### src/rtl/arith_divf_share_arb.sv
// Shares one floating-point divider among NUM_REQ requesters: a round-robin arbiter fills a
// one-entry issue slot, and a tag FIFO steers each in-order divider result back to its issuer.
module arith_divf_share_arb #(
    parameter int WIDTH        = 32,
    parameter int NUM_REQ      = 4,
    parameter int MAX_INFLIGHT = 4
) (
    input  logic                               clk,
    input  logic                               rst,
    input  logic [NUM_REQ-1:0]                 req_a_valid,
    output logic [NUM_REQ-1:0]                 req_a_ready,
    input  logic [NUM_REQ*WIDTH-1:0]           req_a_data,
    input  logic [NUM_REQ-1:0]                 req_b_valid,
    output logic [NUM_REQ-1:0]                 req_b_ready,
    input  logic [NUM_REQ*WIDTH-1:0]           req_b_data,
    output logic [NUM_REQ-1:0]                 rsp_valid,
    input  logic [NUM_REQ-1:0]                 rsp_ready,
    output logic [WIDTH-1:0]                   rsp_data,
    output logic                               div_a_valid,
    input  logic                               div_a_ready,
    output logic [WIDTH-1:0]                   div_a_data,
    output logic                               div_b_valid,
    input  logic                               div_b_ready,
    output logic [WIDTH-1:0]                   div_b_data,
    input  logic                               div_r_valid,
    output logic                               div_r_ready,
    input  logic [WIDTH-1:0]                   div_r_data,
    output logic [$clog2(MAX_INFLIGHT+1)-1:0]  inflight
);

    localparam int IDX_W = $clog2(NUM_REQ);
    localparam int CNT_W = $clog2(MAX_INFLIGHT + 1);
    localparam int PTR_W = (MAX_INFLIGHT > 1) ? $clog2(MAX_INFLIGHT) : 1;

    if (WIDTH != 32 && WIDTH != 64) begin : g_bad_width
        $fatal(1, "arith_divf_share_arb: WIDTH must be 32 or 64");
    end
    if (NUM_REQ < 2) begin : g_bad_num_req
        $fatal(1, "arith_divf_share_arb: NUM_REQ must be at least 2");
    end
    if (MAX_INFLIGHT < 1) begin : g_bad_inflight
        $fatal(1, "arith_divf_share_arb: MAX_INFLIGHT must be at least 1");
    end

    logic [IDX_W-1:0]   rr_ptr;
    logic [NUM_REQ-1:0] eligible;
    logic [NUM_REQ-1:0] grant;
    logic [IDX_W-1:0]   grant_idx;
    logic               grant_any;

    logic               slot_v;
    logic [WIDTH-1:0]   slot_a;
    logic [WIDTH-1:0]   slot_b;
    logic [IDX_W-1:0]   slot_tag;

    logic [IDX_W-1:0]   tag_mem [MAX_INFLIGHT];
    logic [PTR_W-1:0]   wr_ptr;
    logic [PTR_W-1:0]   rd_ptr;
    logic [CNT_W-1:0]   count;

    logic               fifo_empty;
    logic               load_ok;
    logic               accept;
    logic               slot_fire;
    logic [IDX_W-1:0]   rtag;
    logic               route_ok;
    logic               r_fire;
    logic               bypass;
    logic               push;
    logic               pop;

    function automatic logic [PTR_W-1:0] ptr_next(input logic [PTR_W-1:0] p);
        return (p == PTR_W'(MAX_INFLIGHT - 1)) ? '0 : p + 1'b1;
    endfunction

    assign eligible = req_a_valid & req_b_valid;

    // Search starts just after the last winner so every requester gets a turn.
    always_comb begin
        int               cand;
        logic [IDX_W-1:0] cand_idx;
        cand      = 0;
        cand_idx  = '0;
        grant_any = 1'b0;
        grant_idx = '0;
        for (int k = 1; k <= NUM_REQ; k++) begin
            cand     = (int'(rr_ptr) + k) % NUM_REQ;
            cand_idx = IDX_W'(cand);
            if (!grant_any && eligible[cand_idx]) begin
                grant_any = 1'b1;
                grant_idx = cand_idx;
            end
        end
    end

    assign grant       = grant_any ? (NUM_REQ'(1) << grant_idx) : '0;
    assign fifo_empty  = (count == '0);
    assign div_a_valid = slot_v && (count < CNT_W'(MAX_INFLIGHT));
    assign div_b_valid = div_a_valid;
    assign div_a_data  = slot_a;
    assign div_b_data  = slot_b;
    assign slot_fire   = div_a_valid & div_a_ready & div_b_ready;
    assign load_ok     = !slot_v | slot_fire;
    assign accept      = grant_any & load_ok;
    assign req_a_ready = load_ok ? grant : '0;
    assign req_b_ready = req_a_ready;

    // An empty FIFO means the result belongs to the op issuing right now (combinational divider).
    assign rtag     = fifo_empty ? slot_tag : tag_mem[rd_ptr];
    assign route_ok = div_r_valid & (!fifo_empty | slot_v);

    always_comb begin
        rsp_valid = '0;
        if (route_ok) begin
            rsp_valid[rtag] = 1'b1;
        end
    end

    assign div_r_ready = route_ok & rsp_ready[rtag];
    assign rsp_data    = div_r_data;
    assign r_fire      = div_r_valid & div_r_ready;
    assign bypass      = r_fire & fifo_empty;
    assign pop         = r_fire & !fifo_empty;
    assign push        = slot_fire & !bypass;
    assign inflight    = count;

    always_ff @(posedge clk or posedge rst) begin
        if (rst) begin
            slot_v   <= 1'b0;
            slot_a   <= '0;
            slot_b   <= '0;
            slot_tag <= '0;
            rr_ptr   <= IDX_W'(NUM_REQ - 1);
        end else begin
            if (accept) begin
                slot_v   <= 1'b1;
                slot_a   <= req_a_data[int'(grant_idx)*WIDTH +: WIDTH];
                slot_b   <= req_b_data[int'(grant_idx)*WIDTH +: WIDTH];
                slot_tag <= grant_idx;
                rr_ptr   <= grant_idx;
            end else if (slot_fire) begin
                slot_v <= 1'b0;
            end
        end
    end

    always_ff @(posedge clk or posedge rst) begin
        if (rst) begin
            wr_ptr <= '0;
            rd_ptr <= '0;
            count  <= '0;
        end else begin
            if (push) begin
                wr_ptr <= ptr_next(wr_ptr);
            end
            if (pop) begin
                rd_ptr <= ptr_next(rd_ptr);
            end
            if (push && !pop) begin
                count <= count + 1'b1;
            end else if (pop && !push) begin
                count <= count - 1'b1;
            end
        end
    end

    // Tag storage needs no reset; entries are only read while counted as occupied.
    always_ff @(posedge clk) begin
        if (push) begin
            tag_mem[wr_ptr] <= slot_tag;
        end
    end

endmodule

### config.mk
export PLATFORM = sky130hd
export DESIGN_NAME = arith_divf_share_arb
export DESIGN_NICKNAME = d
export VERILOG_FILES = /design/src/rtl/arith_divf_share_arb.sv
export SDC_FILE = /design/constraint.sdc
export NUM_CORES = 1
export LEC_CHECK = 0
export ABC_AREA = 0
export CORE_AREA = 2 2 161 163
export DETAILED_ROUTE_END_ITERATION = 6
export DIE_AREA = 0 0 163 165
export PLACE_DENSITY = 0.64
export SLEW_MARGIN = 20
export SYNTH_ARGS = -nofsm -noshare
export SYNTH_HDL_FRONTEND = slang
export SYNTH_SLANG_ARGS = --single-unit
### constraint.sdc
create_clock -name clk -period 7.6 [get_ports clk]
set_input_delay 1.52 -clock clk [delete_from_list [all_inputs] [get_ports clk]]
set_output_delay 1.52 -clock clk [all_outputs]
set_load 0.05 [all_outputs]
==> flow_summary.toml <==
[clock_tree]
clockRootBuffer = "clkbuf_16"
cts_tree = "done"
cts_buffers = 9
cts_setup_buffers = 0
clkTransAtPathRegs_ps = 60
clockBufferDepth = 2
htree_levels = 3
insertion_delay_ps = 350
cts_resized = 0
cts.sinks = 84
holdBufCountCts = 0

[synthesis]
ys_async_sr_fraction = 0.9048
yosys_warnings = 0
synth_enable_flop_cells = 8
synth_area_um2 = 6833
syn_avg_cell_area_um2 = 8.183
ys_ff_latch = 84
yosysSeqAreaShare = 0.3139
yosys.cell_types.count = 54
synthCells = 835
synth_nets = 1147
synth_ff_type = "dfrtp_1"

[cells_and_area]
multiInputGateArea_um2 = 3492
drive_above_1_share = 0.04400
fill_cells = 2571
area.growth.synth_to_final_pct = 54.09
nNetsFinal = 1398
seqCellArea_um2 = 2148
n_antenna_cell = 0

[setup_path]
worst-r2r-setup-slack_ps = 4240
crit_chain = "clkdlybuf4s50_1 -> a22o_1 -> a32o_4 -> a21oi_1 -> nor3_1 -> clkdlybuf4s50_1"
cp.buffers_inverters = 2
slowest_stage = "clkdlybuf4s50_1"
startpoint = "req_a_valid[1]"
crit_type = "input port to output port"
crit_arrival_ps = 4380
reg2reg_to = "div_b_data[3]"
timing.critical_path.mode_cell = "clkdlybuf4s50_1"
cp_max_fo = 71
path_delay_family = "buffers and inverters"
r2r-start = "rr_ptr[1]"
cp.required_ps = 6080
max_stage_delay_ps = 860
crit_cells = 6
end_kind = "output port"
startpoint_type = "input port"
worstRegToRegCells = 6

[timing]
rsz0062_at_grt = "false"
clock_skew_ps = 8.258
final-hold-violation-count = 0
setup_violations = 0
setup_slack_ps = 1702
fin_crit_ps = 5898
drv_slew = 0
relSlewSlack = 0.4297
worstMarginPinSlew_ps = 855.4
finalCritPeriodShare = 0.7761
tns_ps = 0
fmax_mhz = 169.5

[worst_hold_path]
holdPathEnd = "div_b_data[12]"
hp-class = "flop to flop"
holdPathStages = 2
worstHoldStart = "div_b_data[12]"

[pwr]
cellLeakagePower_nw = 4.208
vdd_drop_max_mv = 0.2056
powerDensity_nw_per_um2 = 341.7

[placement]
finalWeightedCongestion = 0.7834
hpwlAfterDp_mm = 18.66
dp_slack_ps = 1731
port_buffers = 354

[global_route]
grt_max_degree = 82
grt_pass1_vias = 7032
antenna_found_initial = 0
overflow = 0
grt_pass1_wl_mm = 39.51
track_usage = 0.1878

[routing]
drt_wl_total_mm = 26.57
drc = 0
drtPass1Iterations = 5
drt-initial-drc-count = 536
vias = 7340
wl_per_cell_um = 18.70
via_per_inst = 5.165
ant_nets = 0

[job]
maxCapViolations = 0

[floorplanning]
io_pins = 419
die_area_um2 = 26900
start_util = 0.2729
fp.dieW_um = 163
rows = 58
core_region_area_um2 = 25040
die_h_um = 165

[outcome]
status = "complete, no violations"
==> worst reg2reg max path, cell delays in order (launching register included) <==
cell and delay [ps]:
dfstp_4 1170, and3b_1 290, o22ai_1 280, a211o_2 470
buf_4 630, a211oi_1 130, o31ai_1 290
==> routing by layer <==
layer,GRT usage,vias up,wire length (µm)
li1,-,3530,-
met1,0.2343,3472,11110
met2,0.3222,303,13080
met3,0.04696,35,1857
met4,0.05149,0,521
met5,0,-,0
==> layout make-up <==
cell class                 count  share of cell area
tap                          330             0.03922
sequential                    84              0.2040
inverter                     143             0.05110
timing repair buffer         366              0.3451
clock inverter                 5            0.005823
clock buffer                  11             0.02305
multi-input combinational    482              0.3317
==> power breakdown <==
part	internal [mW]	total, mW	switching, mW
registers	0.666	0.880	0.214
logic	0.790	2.24	1.45
clock network	0.265	0.473	0.208
==> per-stage QoR <==
stage	hold WS, ps	std cells	total power [mW]	utilization	area, µm²
after floorplan	489.4	835	2.400	-	6833
after global placement	458.1	1405	3.115	0.4084	10220
after detailed placement	465.0	1405	3.143	0.4084	10220
after CTS	480.6	1421	3.631	0.4205	10530
after global routing	501.1	1421	3.808	0.4205	10530
final	474.2	1421	3.598	0.4205	10530
==> worst max-delay path by stage <==
stage,end,slack (ps)
5_1_grt,req_a_ready[0],1520
6_report,req_b_ready[0],1700
3_3_place_gp,req_a_ready[1],1730
3_5_place_dp,req_a_ready[1],1730
4_1_cts,req_a_ready[1],1710
2_1_floorplan,req_b_ready[3],1960
==> kinds of logic after synthesis <==
logic type	synth area share
DFF	0.3139
AOI/OAI and AO/OA	0.3999
muxes	0.01575
xor gates and xnor gates	0.003846
adders and majority gates	0.01392
buffers and inverters	0.1809
and+or+nand+nor	0.07178
==> state kept, by name, summed over array words and instances, names as in the netlist <==
register / flops
slot_v: 1
tag_mem: 8
inflight: 3
div_b_data: 32
slot_tag: 2
wr_ptr: 2
rr_ptr: 2
rd_ptr: 2
div_a_data: 32
==> synth_stat cells, types with 3 or more instances <==
library cell  count  area share
edfxtp_1          8       0.035
a21oi_1           4      0.0029
inv_1           143       0.079
buf_2            22       0.016
a211o_1           3      0.0038
nor3_1           10      0.0073
o31ai_2           4      0.0073
o31ai_1          61       0.067
nand2_1          73       0.040
a311oi_1          4      0.0051
a211oi_1        258        0.28
o21ai_0           5      0.0037
nand3_1           3      0.0022
dfrtp_1          74        0.27
ha_1              6       0.011
nor2_1            5      0.0027
o211ai_1          3      0.0033
clkbuf_1         57       0.031
buf_6             6      0.0099
buf_4            41       0.045
and3_1            3      0.0027
==> cells in the final DEF (no fill, tap or decap), drive strengths merged, types with 3 or more instances in the layout <==
cell type and count:
clkdlybuf4s50 354, a211oi 259, inv 142, dfrtp 74, nand2 73, o31ai 65
buf 12, nor3 11, clkbuf 11, edfxtp 8, ha 6, nor2 6
o21ai 5, a21oi 4, a311oi 4, mux2 4, and3 3, nand3 3
o211ai 3, clkinvlp 3, a211o 3
(Power assumes the default switching activity.)
